$ cat src/rtl/bcd_time_display_scanner.sv
// bcd_time_display_scanner
//   Drives a 6-digit multiplexed 7-segment display from the 12-hour BCD time bus.
//   One digit is active per scan slot of SCAN_DIV clocks. The time is copied into a
//   shadow register once per frame (on the last slot's tick) so a whole frame shows
//   one coherent time. The hour tens digit is blanked when zero, PM lights the decimal
//   point of the hour ones digit, and any snapshot holding a non-BCD nibble sets a
//   sticky error flag.
// Ports
//   clk     in  1  system clock, posedge
//   reset   in  1  synchronous, active-high
//   hh      in  8  hours BCD {tens,ones}
//   mm      in  8  minutes BCD
//   ss      in  8  seconds BCD
//   pm      in  1  1 = PM
//   freeze  in  1  1 = skip the next frame reload
//   an      out 6  one-hot digit enable, an[0]=ss ones .. an[5]=hh tens
//   seg     out 7  segments {g,f,e,d,c,b,a}
//   dp      out 1  decimal point of the active digit
//   err     out 1  sticky invalid-BCD flag
module bcd_time_display_scanner #(
  parameter int unsigned SCAN_DIV       = 1000,
  parameter bit          SEG_ACTIVE_LOW = 1'b1
) (
  input  logic       clk,
  input  logic       reset,
  input  logic [7:0] hh,
  input  logic [7:0] mm,
  input  logic [7:0] ss,
  input  logic       pm,
  input  logic       freeze,
  output logic [5:0] an,
  output logic [6:0] seg,
  output logic       dp,
  output logic       err
);

  localparam int unsigned   CW       = (SCAN_DIV > 1) ? $clog2(SCAN_DIV) : 1;
  localparam logic [CW-1:0] CNT_LAST = CW'(SCAN_DIV - 1);

  // Inactive levels double as XOR masks converting active-high codes to the pin polarity.
  localparam logic [5:0] AN_OFF  = SEG_ACTIVE_LOW ? 6'h3F : 6'h00;
  localparam logic [6:0] SEG_OFF = SEG_ACTIVE_LOW ? 7'h7F : 7'h00;
  localparam logic       DP_OFF  = SEG_ACTIVE_LOW;

  logic [CW-1:0] r_cnt;
  logic [2:0]    r_d;
  logic [7:0]    r_sh_hh;
  logic [7:0]    r_sh_mm;
  logic [7:0]    r_sh_ss;
  logic          r_sh_pm;
  logic          r_err;
  logic [5:0]    r_an;
  logic [6:0]    r_seg;
  logic          r_dp;

  logic          w_tick;
  logic          w_snap;
  logic          w_bad_in;
  logic [3:0]    w_nib;
  logic [6:0]    w_seg_hi;
  logic [5:0]    w_an_hi;
  logic          w_dp_hi;

  function automatic logic [6:0] f_seg(input logic [3:0] n);
    logic [6:0] s;
    case (n)
      4'd0:    s = 7'h3F;
      4'd1:    s = 7'h06;
      4'd2:    s = 7'h5B;
      4'd3:    s = 7'h4F;
      4'd4:    s = 7'h66;
      4'd5:    s = 7'h6D;
      4'd6:    s = 7'h7D;
      4'd7:    s = 7'h07;
      4'd8:    s = 7'h7F;
      4'd9:    s = 7'h6F;
      default: s = 7'h79;
    endcase
    return s;
  endfunction

  function automatic logic f_bad(input logic [7:0] b);
    return (b[7:4] > 4'd9) || (b[3:0] > 4'd9);
  endfunction

  assign w_tick   = (r_cnt == CNT_LAST);
  assign w_snap   = w_tick && (r_d == 3'd5) && !freeze;
  assign w_bad_in = f_bad(hh) || f_bad(mm) || f_bad(ss);

  always_comb begin
    w_nib    = 4'd0;
    w_seg_hi = 7'h00;
    w_an_hi  = 6'd1 << r_d;
    w_dp_hi  = 1'b0;
    case (r_d)
      3'd0:    w_nib = r_sh_ss[3:0];
      3'd1:    w_nib = r_sh_ss[7:4];
      3'd2:    w_nib = r_sh_mm[3:0];
      3'd3:    w_nib = r_sh_mm[7:4];
      3'd4:    w_nib = r_sh_hh[3:0];
      3'd5:    w_nib = r_sh_hh[7:4];
      default: w_nib = 4'd0;
    endcase
    w_seg_hi = f_seg(w_nib);
    // Leading-zero blanking of hour tens; the digit enable stays on.
    if ((r_d == 3'd5) && (r_sh_hh[7:4] == 4'd0)) begin
      w_seg_hi = 7'h00;
    end
    if ((r_d == 3'd4) && r_sh_pm) begin
      w_dp_hi = 1'b1;
    end
  end

  always_ff @(posedge clk) begin
    if (reset) begin
      r_cnt   <= '0;
      r_d     <= '0;
      r_sh_hh <= '0;
      r_sh_mm <= '0;
      r_sh_ss <= '0;
      r_sh_pm <= 1'b0;
      r_err   <= 1'b0;
      r_an    <= AN_OFF;
      r_seg   <= SEG_OFF;
      r_dp    <= DP_OFF;
    end else begin
      r_cnt <= w_tick ? '0 : r_cnt + 1'b1;
      if (w_tick) begin
        r_d <= (r_d == 3'd5) ? 3'd0 : r_d + 3'd1;
      end
      if (w_snap) begin
        r_sh_hh <= hh;
        r_sh_mm <= mm;
        r_sh_ss <= ss;
        r_sh_pm <= pm;
        if (w_bad_in) begin
          r_err <= 1'b1;
        end
      end
      r_an  <= w_an_hi ^ AN_OFF;
      r_seg <= w_seg_hi ^ SEG_OFF;
      r_dp  <= w_dp_hi ^ DP_OFF;
    end
  end

  assign an  = r_an;
  assign seg = r_seg;
  assign dp  = r_dp;
  assign err = r_err;

endmodule

$ cat config.mk
export PLATFORM = sky130hd
export DESIGN_NAME = bcd_time_display_scanner
export DESIGN_NICKNAME = d
export VERILOG_FILES = /design/src/rtl/bcd_time_display_scanner.sv
export SDC_FILE = /design/constraint.sdc
export NUM_CORES = 1
export LEC_CHECK = 0
export CAP_MARGIN = 20
export CORE_ASPECT_RATIO = 0.75
export CORE_MARGIN = 2
export CORE_UTILIZATION = 55
export DETAILED_ROUTE_END_ITERATION = 8
export GPL_TIMING_DRIVEN = 0
export PLACE_DENSITY = 0.84
export SLEW_MARGIN = 0
export SYNTH_ARGS = -nofsm -noshare
export SYNTH_HDL_FRONTEND = slang
export SYNTH_SLANG_ARGS = --single-unit
$ cat constraint.sdc
create_clock -name clk -period 5.2 [get_ports clk]
set_clock_uncertainty 0.15 [all_clocks]
set_input_delay 1.3 -clock clk [delete_from_list [all_inputs] [get_ports clk]]
set_output_delay 1.3 -clock clk [all_outputs]
set_load 0.005 [all_outputs]
==> results of run 1 <==
-- state kept, by name, summed over array words and instances, names as in the netlist, 3 cells and up --
name     flops
r_sh_hh      8
r_sh_ss      8
r_sh_mm      8
an           6
seg          7
r_d          3
r_cnt       10
-- logic make-up after synthesis --
family	Yosys count	share of synthesized area
simple gates	111	0.219
buf+inv	25	0.0581
mux	10	0.0456
flops	53	0.460
fa+ha+maj	7	0.0380
compound gates	55	0.144
xor+xnor	9	0.0342
-- cells in the mapped netlist (2+ instances only) --
| cell | number |
|---|---|
| a21oi_1 | 29 |
| a22oi_1 | 6 |
| and2_1 | 2 |
| and3_1 | 2 |
| and3b_1 | 2 |
| buf_2 | 5 |
| buf_6 | 4 |
| clkbuf_1 | 6 |
| dfxtp_1 | 53 |
| ha_1 | 7 |
| inv_1 | 9 |
| mux2_2 | 4 |
| mux2i_1 | 6 |
| nand2_1 | 59 |
| nand2b_1 | 3 |
| nand3_1 | 6 |
| nor2_1 | 21 |
| nor2b_1 | 5 |
| nor3_1 | 2 |
| o21ai_0 | 12 |
| o221a_2 | 2 |
| or3_1 | 3 |
| xnor2_1 | 6 |
| xor2_1 | 3 |
-- layout by cell type (no fill, tap or decap), drive strengths merged, types with 7 or more instances in the layout --
master         count
o21ai             12
nor2              21
ha                 7
nand2             59
buf               10
a21oi             29
clkbuf            13
dfxtp             53
inv                9
clkdlybuf4s50     41
-- layer usage --
| metal | wire length, um | share of wire | GRT usage |
|---|---|---|---|
| met1 | 2300 | 0.46 | 0.298 |
| met2 | 2350 | 0.47 | 0.397 |
| met3 | 313 | 0.063 | 0.0468 |
| met4 | 40 | 0.0080 | 0.0802 |
| met5 | 0 | 0 | 0 |
-- how the worst max path moves through the flow --
stage	start	to	cells past startpoint	slack [ps]
after global routing	freeze	r_sh_hh[7]$_SDFFE_PP0P_	5	2500
after detailed placement	freeze	r_sh_hh[0]$_SDFFE_PP0P_	5	2270
after floorplan	freeze	r_sh_hh[0]$_SDFFE_PP0P_	5	2880
final	freeze	r_sh_hh[0]$_SDFFE_PP0P_	5	2580
after CTS	freeze	r_sh_hh[0]$_SDFFE_PP0P_	5	2590
after global placement	freeze	r_sh_mm[1]$_SDFFE_PP0P_	6	2340
-- power by group through the flow --
stage	Combinational [uW]	Clock, uW	Sequential [uW]
2_1_floorplan	11.6	0	422
3_3_place_gp	42.4	0	422
3_5_place_dp	43.2	0	422
4_1_cts	43.5	250	413
5_1_grt	47.5	265	413
6_report	43.4	247	413
-- per-stage QoR --
step            util  cell area (um2)
6_report       0.716             2890
5_1_grt        0.716             2890
4_1_cts        0.716             2890
3_5_place_dp   0.691             2780
3_3_place_gp   0.691             2780
2_1_floorplan      -             2300
-- area by class of cell --
type	count	area, um2	area share
timing repair buffer	41	410	0.142
multi-input combinational	192	1110	0.385
sequential	53	1060	0.368
inverter	9	33.8	0.0117
tap	55	68.8	0.0239
clock buffer	7	96.3	0.0334
buffer	16	100	0.0347
clock inverter	1	5.00	0.00173
-- worst max-delay path: stages --
cell	delay, ps
clkdlybuf4s50_1	480
nor3_4	390
buf_2	290
nand2_1	100
a21oi_1	140
==> impl_metrics.env, run 1 <==
export IMPL_pre_cts_ws_ps=2270
export IMPL_power_leakage_uw=0.00107
export IMPL_grt_usage=0.232
export IMPL_period_share=0.504
export IMPL_hold_end="dp$_SDFF_PP1_"
export IMPL_drv_slew=0
export IMPL_power_net_switching_uw=146
export IMPL_clockBufferDepth=2
export IMPL_netlist_area_mm2=0.00230
export IMPL_setup_tns_ps=0
export IMPL_antenna_found_initial=0
export IMPL_place_congestion=0.875
export IMPL_max_freq_ghz=0.381
export IMPL_crit_arrival_ps=2700
export IMPL_clock_sinks=53
export IMPL_synth_area_leaders="dfxtp_1 46%, nand2_1 9.6%, a21oi_1 6.3%"
export IMPL_top_level_ports=43
export IMPL_cts_root_buf="clkbuf_8"
export IMPL_fillers=311
export IMPL_wl_per_cell_um=13.4
export IMPL_postCtsHoldBufs=0
export IMPL_synth_largest_area_cell="dfxtp_1"
export IMPL_avgSynthCellArea_um2=8.54
export IMPL_period_minus_slack_ps=2620
export IMPL_num_rows=20
export IMPL_ff2ff_setup_slack_ps=2780
export IMPL_seqPwrFrac=0.587
export IMPL_placed_cells=366
export IMPL_maxCapViolCount=0
export IMPL_setup_slack_ps=2580
export IMPL_worst_pin_slew_ps=628
export IMPL_final_hold_viol_count=0
export IMPL_critPathKind="primary input to flip-flop"
export IMPL_status="complete, no violations"
export IMPL_cts_reportedPaths_clkPinSlew_ps=90
export IMPL_whs_ps=250
export IMPL_hold_path_depth=1
export IMPL_dieHeight_um=60.1
export IMPL_postSynthCellCount=270
export IMPL_peakVddDrop_uv=242
export IMPL_p_total_uw=703
export IMPL_grt_setup_unrepaired="no"
export IMPL_r2r_start="r_d[1]$_SDFFE_PP0N_"
export IMPL_grt_pass1_wl_mm=8.38
export IMPL_required_ps=5280
export IMPL_postSynth_asyncResetShare=0
export IMPL_die_area_mm2=0.00473
export IMPL_drt_wl_total_mm=5.01
export IMPL_combPwrFrac=0.062
export IMPL_cts_resized=0
export IMPL_dp_hpwl_mm=3.69
export IMPL_power_internal_uw=558
export IMPL_relSlewSlack=0.581
export IMPL_hp_class="flip-flop to flip-flop"
export IMPL_cts_buffers=5
export IMPL_drive_above_1_share=0.0815
export IMPL_seq_area_frac_synth=0.460
export IMPL_port_buffers=41
export IMPL_power_switching_share=0.207
export IMPL_syn_nets=305
export IMPL_area_delta_synth_final_pct=25.2
export IMPL_power_density_mw_per_mm2=244
export IMPL_nets=353
export IMPL_clock_latency_ps=300
export IMPL_hold_start="r_sh_pm$_SDFFE_PP0P_"
export IMPL_cts_max_level=2
export IMPL_instances_no_fill=374
export IMPL_setup_worst_path_start_class="primary input"
export IMPL_num_vias=2013
export IMPL_drt_first_pass_iters=4
export IMPL_synth_ff_type="dfxtp_1"
export IMPL_final_antenna_net_count=0
export IMPL_antenna_cells=0
export IMPL_grt_max_degree=16
export IMPL_initial_core_util=0.572
export IMPL_vias_per_cell=5.38
export IMPL_gr_total_overflow=0
export IMPL_finalSetupViolCount=0
export IMPL_reg2regPathDepth=10
export IMPL_core_mm2=0.00403
export IMPL_tritoncts="built"
export IMPL_postCtsSetupBuffers=0
export IMPL_drc=0
export IMPL_endpoint_kind="flip-flop"
export IMPL_synth_edff_count=0
export IMPL_grt_pass1_vias=1890
export IMPL_synth_cell_type_count=37
export IMPL_ys_seq_elements=53
export IMPL_crit_path_max_fanout=10
export IMPL_drtIter0Drc=143
export IMPL_rr_endpoint="seg[3]$_SDFF_PP1_"
export IMPL_ys_warn_count=0
export IMPL_p_clk_frac=0.352
export IMPL_synth_top_cell_area_share=0.460
export IMPL_die_w_um=78.7
Note: power is estimated with default switching activity, not from simulation.
==> run 2: changes to the inputs <==
--- a/config.mk
+++ b/config.mk
@@ -8,10 +8,10 @@
 export CAP_MARGIN = 20
 export CORE_ASPECT_RATIO = 0.75
 export CORE_MARGIN = 2
-export CORE_UTILIZATION = 55
+export CORE_UTILIZATION = 46
 export DETAILED_ROUTE_END_ITERATION = 8
 export GPL_TIMING_DRIVEN = 0
-export PLACE_DENSITY = 0.84
+export PLACE_DENSITY = 0.75
 export SLEW_MARGIN = 0
 export SYNTH_ARGS = -nofsm -noshare
 export SYNTH_HDL_FRONTEND = slang
==> constraint.sdc (replaced) <==
create_clock -name clk -period 2.3 [get_ports clk]
set_clock_uncertainty 0.15 [all_clocks]
set_input_delay 0.575 -clock clk [delete_from_list [all_inputs] [get_ports clk]]
set_output_delay 0.575 -clock clk [all_outputs]
set_load 0.005 [all_outputs]
==> impl_metrics.env, run 2 (synthesized netlist as in run 1, its figures left out) <==
export IMPL_reg2regPathDepth=9
export IMPL_finalInstanceArea_mm2=0.00297
export IMPL_die_w_um=85.7
export IMPL_finalSetupViolCount=0
export IMPL_critPathBufInv=3
export IMPL_antenna_found_initial=0
export IMPL_worst_pin_slew_ps=481
export IMPL_cts_max_level=2
export IMPL_critical_path_max_stage_delay_ps=360
export IMPL_setup_slack_ps=105
export IMPL_dp_hpwl_mm=3.66
export IMPL_gr_total_overflow=0
export IMPL_ff2ff_setup_slack_ps=100
export IMPL_hold_start="r_sh_pm$_SDFFE_PP0P_"
export IMPL_core_mm2=0.00487
export IMPL_clockBufferDepth=2
export IMPL_drtIter0Drc=114
export IMPL_cts_reportedPaths_clkPinSlew_ps=90
export IMPL_grt_pass1_wl_mm=8.14
export IMPL_pre_cts_ws_ps=-121
export IMPL_period_share=0.954
export IMPL_largest_register_ff_count=10
export IMPL_antenna_cells=0
export IMPL_hold_end="dp$_SDFF_PP1_"
export IMPL_crit_arrival_ps=2210
export IMPL_hp_class="flip-flop to flip-flop"
export IMPL_drt_first_pass_iters=8
export IMPL_cts_root_buf="clkbuf_8"
export IMPL_num_vias=1947
export IMPL_port_buffers=41
export IMPL_violations="DRC"
export IMPL_setup_worst_path_start_class="flip-flop"
export IMPL_utilization=0.610
export IMPL_power_density_mw_per_mm2=514
export IMPL_dieHeight_um=65.3
export IMPL_vias_per_cell=5.07
export IMPL_status="finished, violations left"
export IMPL_grt_max_degree=15
export IMPL_top_level_ports=43
export IMPL_final_antenna_net_count=0
export IMPL_crit_family="simple AND/OR/NAND/NOR gates"
export IMPL_layout_common_cells="59 x nand2_1, 51 x dfxtp_1, 41 x clkdlybuf4s50_1"
export IMPL_crit_chain="ha_2 -> nand4b_1 -> or3_1 -> buf_6 -> or3_1 -> buf_6 -> buf_6 -> nand2_1 -> a21oi_1"
export IMPL_r2r_start="r_cnt[0]$_SDFF_PP0_"
export IMPL_hold_path_depth=1
export IMPL_postCtsHoldBufs=0
export IMPL_drive_above_1_share=0.111
export IMPL_final_common_cell="nand2_1"
export IMPL_area_delta_synth_final_pct=29.0
export IMPL_placed_area_mm2=0.00279
export IMPL_initial_core_util=0.473
export IMPL_grt_usage=0.183
export IMPL_drv_slew=0
export IMPL_maxCapViolCount=0
export IMPL_tritoncts="built"
export IMPL_setup_tns_ps=0
export IMPL_final_hold_viol_count=0
export IMPL_clock_sinks=53
export IMPL_grt_setup_unrepaired="no"
export IMPL_regMostFlops="r_cnt"
export IMPL_drt_wl_total_mm=4.87
export IMPL_grt_pass1_vias=1771
export IMPL_power_leakage_uw=0.00109
export IMPL_crit_path_max_fanout=10
export IMPL_crit_top_cell="buf_6"
export IMPL_endpoint_kind="flip-flop"
export IMPL_clock_latency_ps=300
export IMPL_period_minus_slack_ps=2200
export IMPL_max_freq_ghz=0.456
export IMPL_critPathKind="flip-flop to flip-flop"
export IMPL_worst_path_max_delay_cell="dfxtp_1"
export IMPL_rr_endpoint="r_sh_mm[6]$_SDFFE_PP0P_"
export IMPL_place_congestion=0.865
export IMPL_required_ps=2310
export IMPL_wl_per_cell_um=12.7
export IMPL_cts_buffers=5
export IMPL_die_area_mm2=0.00560
export IMPL_fillers=433
export IMPL_drc=2
export IMPL_instances_no_fill=384
export IMPL_peakVddDrop_uv=296
export IMPL_num_rows=22
export IMPL_placed_cells=371
export IMPL_nets=358
export IMPL_relSlewSlack=0.679
==> run 2: cell count changes in the layout (fill, tap and decap cells not counted), sizes merged <==
| cell | previous run | this run |
|---|---|---|
| buf | 10 | 15 |
| clkbuf | 13 | 14 |
| clkinv | 1 | 0 |
==> run 2: worst register-to-register path: stages (launching register included) <==
cell      delay, ps
dfxtp_1         360
ha_2            240
nand4b_1        100
or3_1           330
buf_6           150
or3_1           330
buf_6           150
buf_6           140
nand2_1          70
a21oi_1          60
==> run 2: worst max-delay path by stage <==
stage | from | endpoint | slack (ps) | cells past startpoint
final | r_cnt[0]$_SDFF_PP0_ | r_sh_mm[6]$_SDFFE_PP0P_ | 100 | 9
after global placement | r_d[2]$_SDFFE_PP0N_ | seg[3]$_SDFF_PP1_ | -70 | 9
after floorplan | r_d[1]$_SDFFE_PP0N_ | seg[4]$_SDFF_PP1_ | 230 | 8
after CTS | r_d[1]$_SDFFE_PP0N_ | seg[1]$_SDFF_PP1_ | 3 | 10
after global routing | r_cnt[0]$_SDFF_PP0_ | r_sh_ss[7]$_SDFFE_PP0P_ | 0.9 | 9
after detailed placement | r_d[2]$_SDFFE_PP0N_ | seg[3]$_SDFF_PP1_ | -120 | 9
==> run 2: timing repair <==
action                                  4_1_cts  5_1_grt
gates resized for setup                       6       13
endpoints found under the setup margin        7       28
setup buffers                                 1        4
pin swaps                                     2        3
==> run 2: cell type report <==
class                           instances  area, um2  area share
Multi-Input combinational cell        192       1150       0.388
Sequential cell                        53       1070       0.359
Tap cell                               60       75.1      0.0253
Clock buffer                            8       80.1      0.0269
Inverter                                9       33.8      0.0114
Timing Repair Buffer                   46        448       0.151
Buffer                                 16        116      0.0391
==> run 2: metrics by stage <==
stage	power, uW	hold slack [ps]
2_1_floorplan	981	218
3_3_place_gp	1050	231
3_5_place_dp	1050	231
4_1_cts	1540	252
5_1_grt	1580	264
6_report	1530	249
==> run 2: routing by layer <==
layer	vias up	part of all wire	global-route usage	wire, um
li1	1015	-	-	-
met1	880	0.51	0.260	2470
met2	46	0.43	0.285	2080
met3	6	0.054	0.0377	261
met4	0	0.011	0.0437	52
met5	-	0	0	0
==> run 2: report_power, final <==
part | total [uW] | switching, uW | internal (uW)
combinational | 98.8 | 37.8 | 60.9
clock | 498 | 281 | 217
sequential | 932 | 5.37 | 927
total | 1530 | 324 | 1200
==> run 3: changes to the inputs <==
--- a/config.mk
+++ b/config.mk
@@ -8,10 +8,11 @@
 export CAP_MARGIN = 20
 export CORE_ASPECT_RATIO = 0.75
 export CORE_MARGIN = 2
-export CORE_UTILIZATION = 46
+export CORE_UTILIZATION = 41
 export DETAILED_ROUTE_END_ITERATION = 8
 export GPL_TIMING_DRIVEN = 0
-export PLACE_DENSITY = 0.75
+export HOLD_SLACK_MARGIN = 0.03
+export PLACE_DENSITY = 0.68
 export SLEW_MARGIN = 0
 export SYNTH_ARGS = -nofsm -noshare
 export SYNTH_HDL_FRONTEND = slang
==> impl_metrics.env, run 3 (synthesized netlist as in run 1, its figures left out) <==
export IMPL_dieHeight_um=68.9
export IMPL_power_leakage_uw=0.00111
export IMPL_power_density_mw_per_mm2=506
export IMPL_cts_buffers=5
export IMPL_core_mm2=0.00538
export IMPL_drtIter0Drc=141
export IMPL_status="complete, no violations"
export IMPL_antenna_found_initial=0
export IMPL_grt_max_degree=15
export IMPL_setup_slack_ps=105
export IMPL_gr_total_overflow=0
export IMPL_p_clk_frac=0.327
export IMPL_antenna_cells=0
export IMPL_drive_above_1_share=0.128
export IMPL_dr_wl_met2_mm=2.30
export IMPL_drt_first_pass_iters=6
export IMPL_pre_cts_ws_ps=-147
export IMPL_final_common_cell="nand2_1"
export IMPL_clock_latency_ps=310
export IMPL_met3_length_um=298
export IMPL_drt_wl_total_mm=5.29
export IMPL_port_buffers=41
export IMPL_endpoint_kind="flip-flop"
export IMPL_power_net_switching_uw=328
export IMPL_tritoncts="built"
export IMPL_place_congestion=0.902
export IMPL_power_internal_uw=1200
export IMPL_finalSetupViolCount=0
export IMPL_seqPwrFrac=0.608
export IMPL_max_freq_ghz=0.456
export IMPL_cts_max_level=2
export IMPL_num_rows=23
export IMPL_grt_pass1_vias=1905
export IMPL_die_w_um=90.6
export IMPL_num_vias=2019
export IMPL_vias_per_cell=5.02
export IMPL_die_area_mm2=0.00624
export IMPL_p_total_uw=1530
export IMPL_clockBufferDepth=2
export IMPL_dp_hpwl_mm=3.80
export IMPL_top_level_ports=43
export IMPL_power_switching_share=0.214
export IMPL_crit_arrival_ps=2220
export IMPL_wl_per_cell_um=13.2
export IMPL_worst_pin_slew_ps=502
export IMPL_combPwrFrac=0.065
export IMPL_initial_core_util=0.428
export IMPL_final_antenna_net_count=0
export IMPL_area_delta_synth_final_pct=31.4
export IMPL_cts_reportedPaths_clkPinSlew_ps=90
export IMPL_drc=0
export IMPL_utilization=0.563
export IMPL_period_minus_slack_ps=2200
export IMPL_relSlewSlack=0.665
export IMPL_grt_usage=0.181
export IMPL_final_hold_viol_count=0
export IMPL_maxCapViolCount=0
export IMPL_layout_common_cells="59 x nand2_1, 50 x dfxtp_1, 41 x clkdlybuf4s50_1"
export IMPL_highest_layer="met4"
export IMPL_crit_path_max_fanout=10
export IMPL_wl_met1_mm=2.60
export IMPL_clock_sinks=53
export IMPL_nets=361
export IMPL_largest_register_ff_count=10
export IMPL_regMostFlops="r_cnt"
export IMPL_drv_slew=0
export IMPL_setup_worst_path_start_class="flip-flop"
export IMPL_period_share=0.954
export IMPL_grt_pass1_wl_mm=8.72
export IMPL_critPathKind="flip-flop to flip-flop"
export IMPL_hp_class="flip-flop to flip-flop"
export IMPL_postCtsHoldBufs=0
export IMPL_peakVddDrop_uv=303
export IMPL_required_ps=2330
export IMPL_cts_root_buf="clkbuf_8"
==> run 3: power by group through the flow <==
| stage | Combinational, uW | Sequential, uW | Clock (uW) |
|---|---|---|---|
| after floorplan | 26.3 | 955 | 0 |
| after global placement | 97.9 | 954 | 0 |
| after detailed placement | 99.7 | 955 | 0 |
| after global routing | 109 | 934 | 553 |
| final | 99.3 | 932 | 501 |
| after CTS | 100 | 933 | 515 |
==> run 3: area by class of cell <==
cell class | instances | area (um2)
fill | 532 | 2350
multi-input combinational | 192 | 1160
sequential | 53 | 1070
timing repair buffer | 49 | 474
buffer | 16 | 121
tap | 75 | 93.8
clock buffer | 8 | 80.1
inverter | 9 | 33.8
==> run 3: worst paths after layout <==
kind / start / end / slack [ps] / cells past startpoint
max: r_d[1]$_SDFFE_PP0N_ / seg[1]$_SDFF_PP1_ / 100 / 8
min: r_sh_pm$_SDFFE_PP0P_ / dp$_SDFF_PP1_ / 250 / 1
max reg2reg: r_d[1]$_SDFFE_PP0N_ / seg[1]$_SDFF_PP1_ / 100 / 8
min reg2reg: r_sh_pm$_SDFFE_PP0P_ / dp$_SDFF_PP1_ / 250 / 1
==> run 3: metrics by stage <==
step | area, um2 | hold WS [ps] | setup TNS [ps] | cells
after CTS | 2930 | 255 | 0 | 396
after global routing | 3030 | 294 | -32.9 | 402
after detailed placement | 2810 | 235 | -589 | 386
after floorplan | 2300 | 218 | 0 | 270
final | 3030 | 251 | 0 | 402
after global placement | 2810 | 231 | -364 | 386
==> run 3: repair_timing <==
| action | in CTS | in global routing |
|---|---|---|
| setup endpoints to repair | 7 | 28 |
| pin swaps | 2 | 4 |
| setup buffers | 2 | 6 |
| resized for setup | 9 | 19 |
==> run 3: critical path, stage by stage, from the launching register on <==
cell and delay, ps:
dfxtp_4 370, buf_8 150, and2_4 160, ha_4 180, a222oi_1 500, o311ai_4 250
buf_6 190, nor2_2 70, o21ai_1 60
==> run 3: layer usage <==
metal	global-route usage	up-vias
met2	0.295	53
met1	0.240	937
met4	0.0769	0
met3	0.0370	8
met5	0	-
li1	-	1021
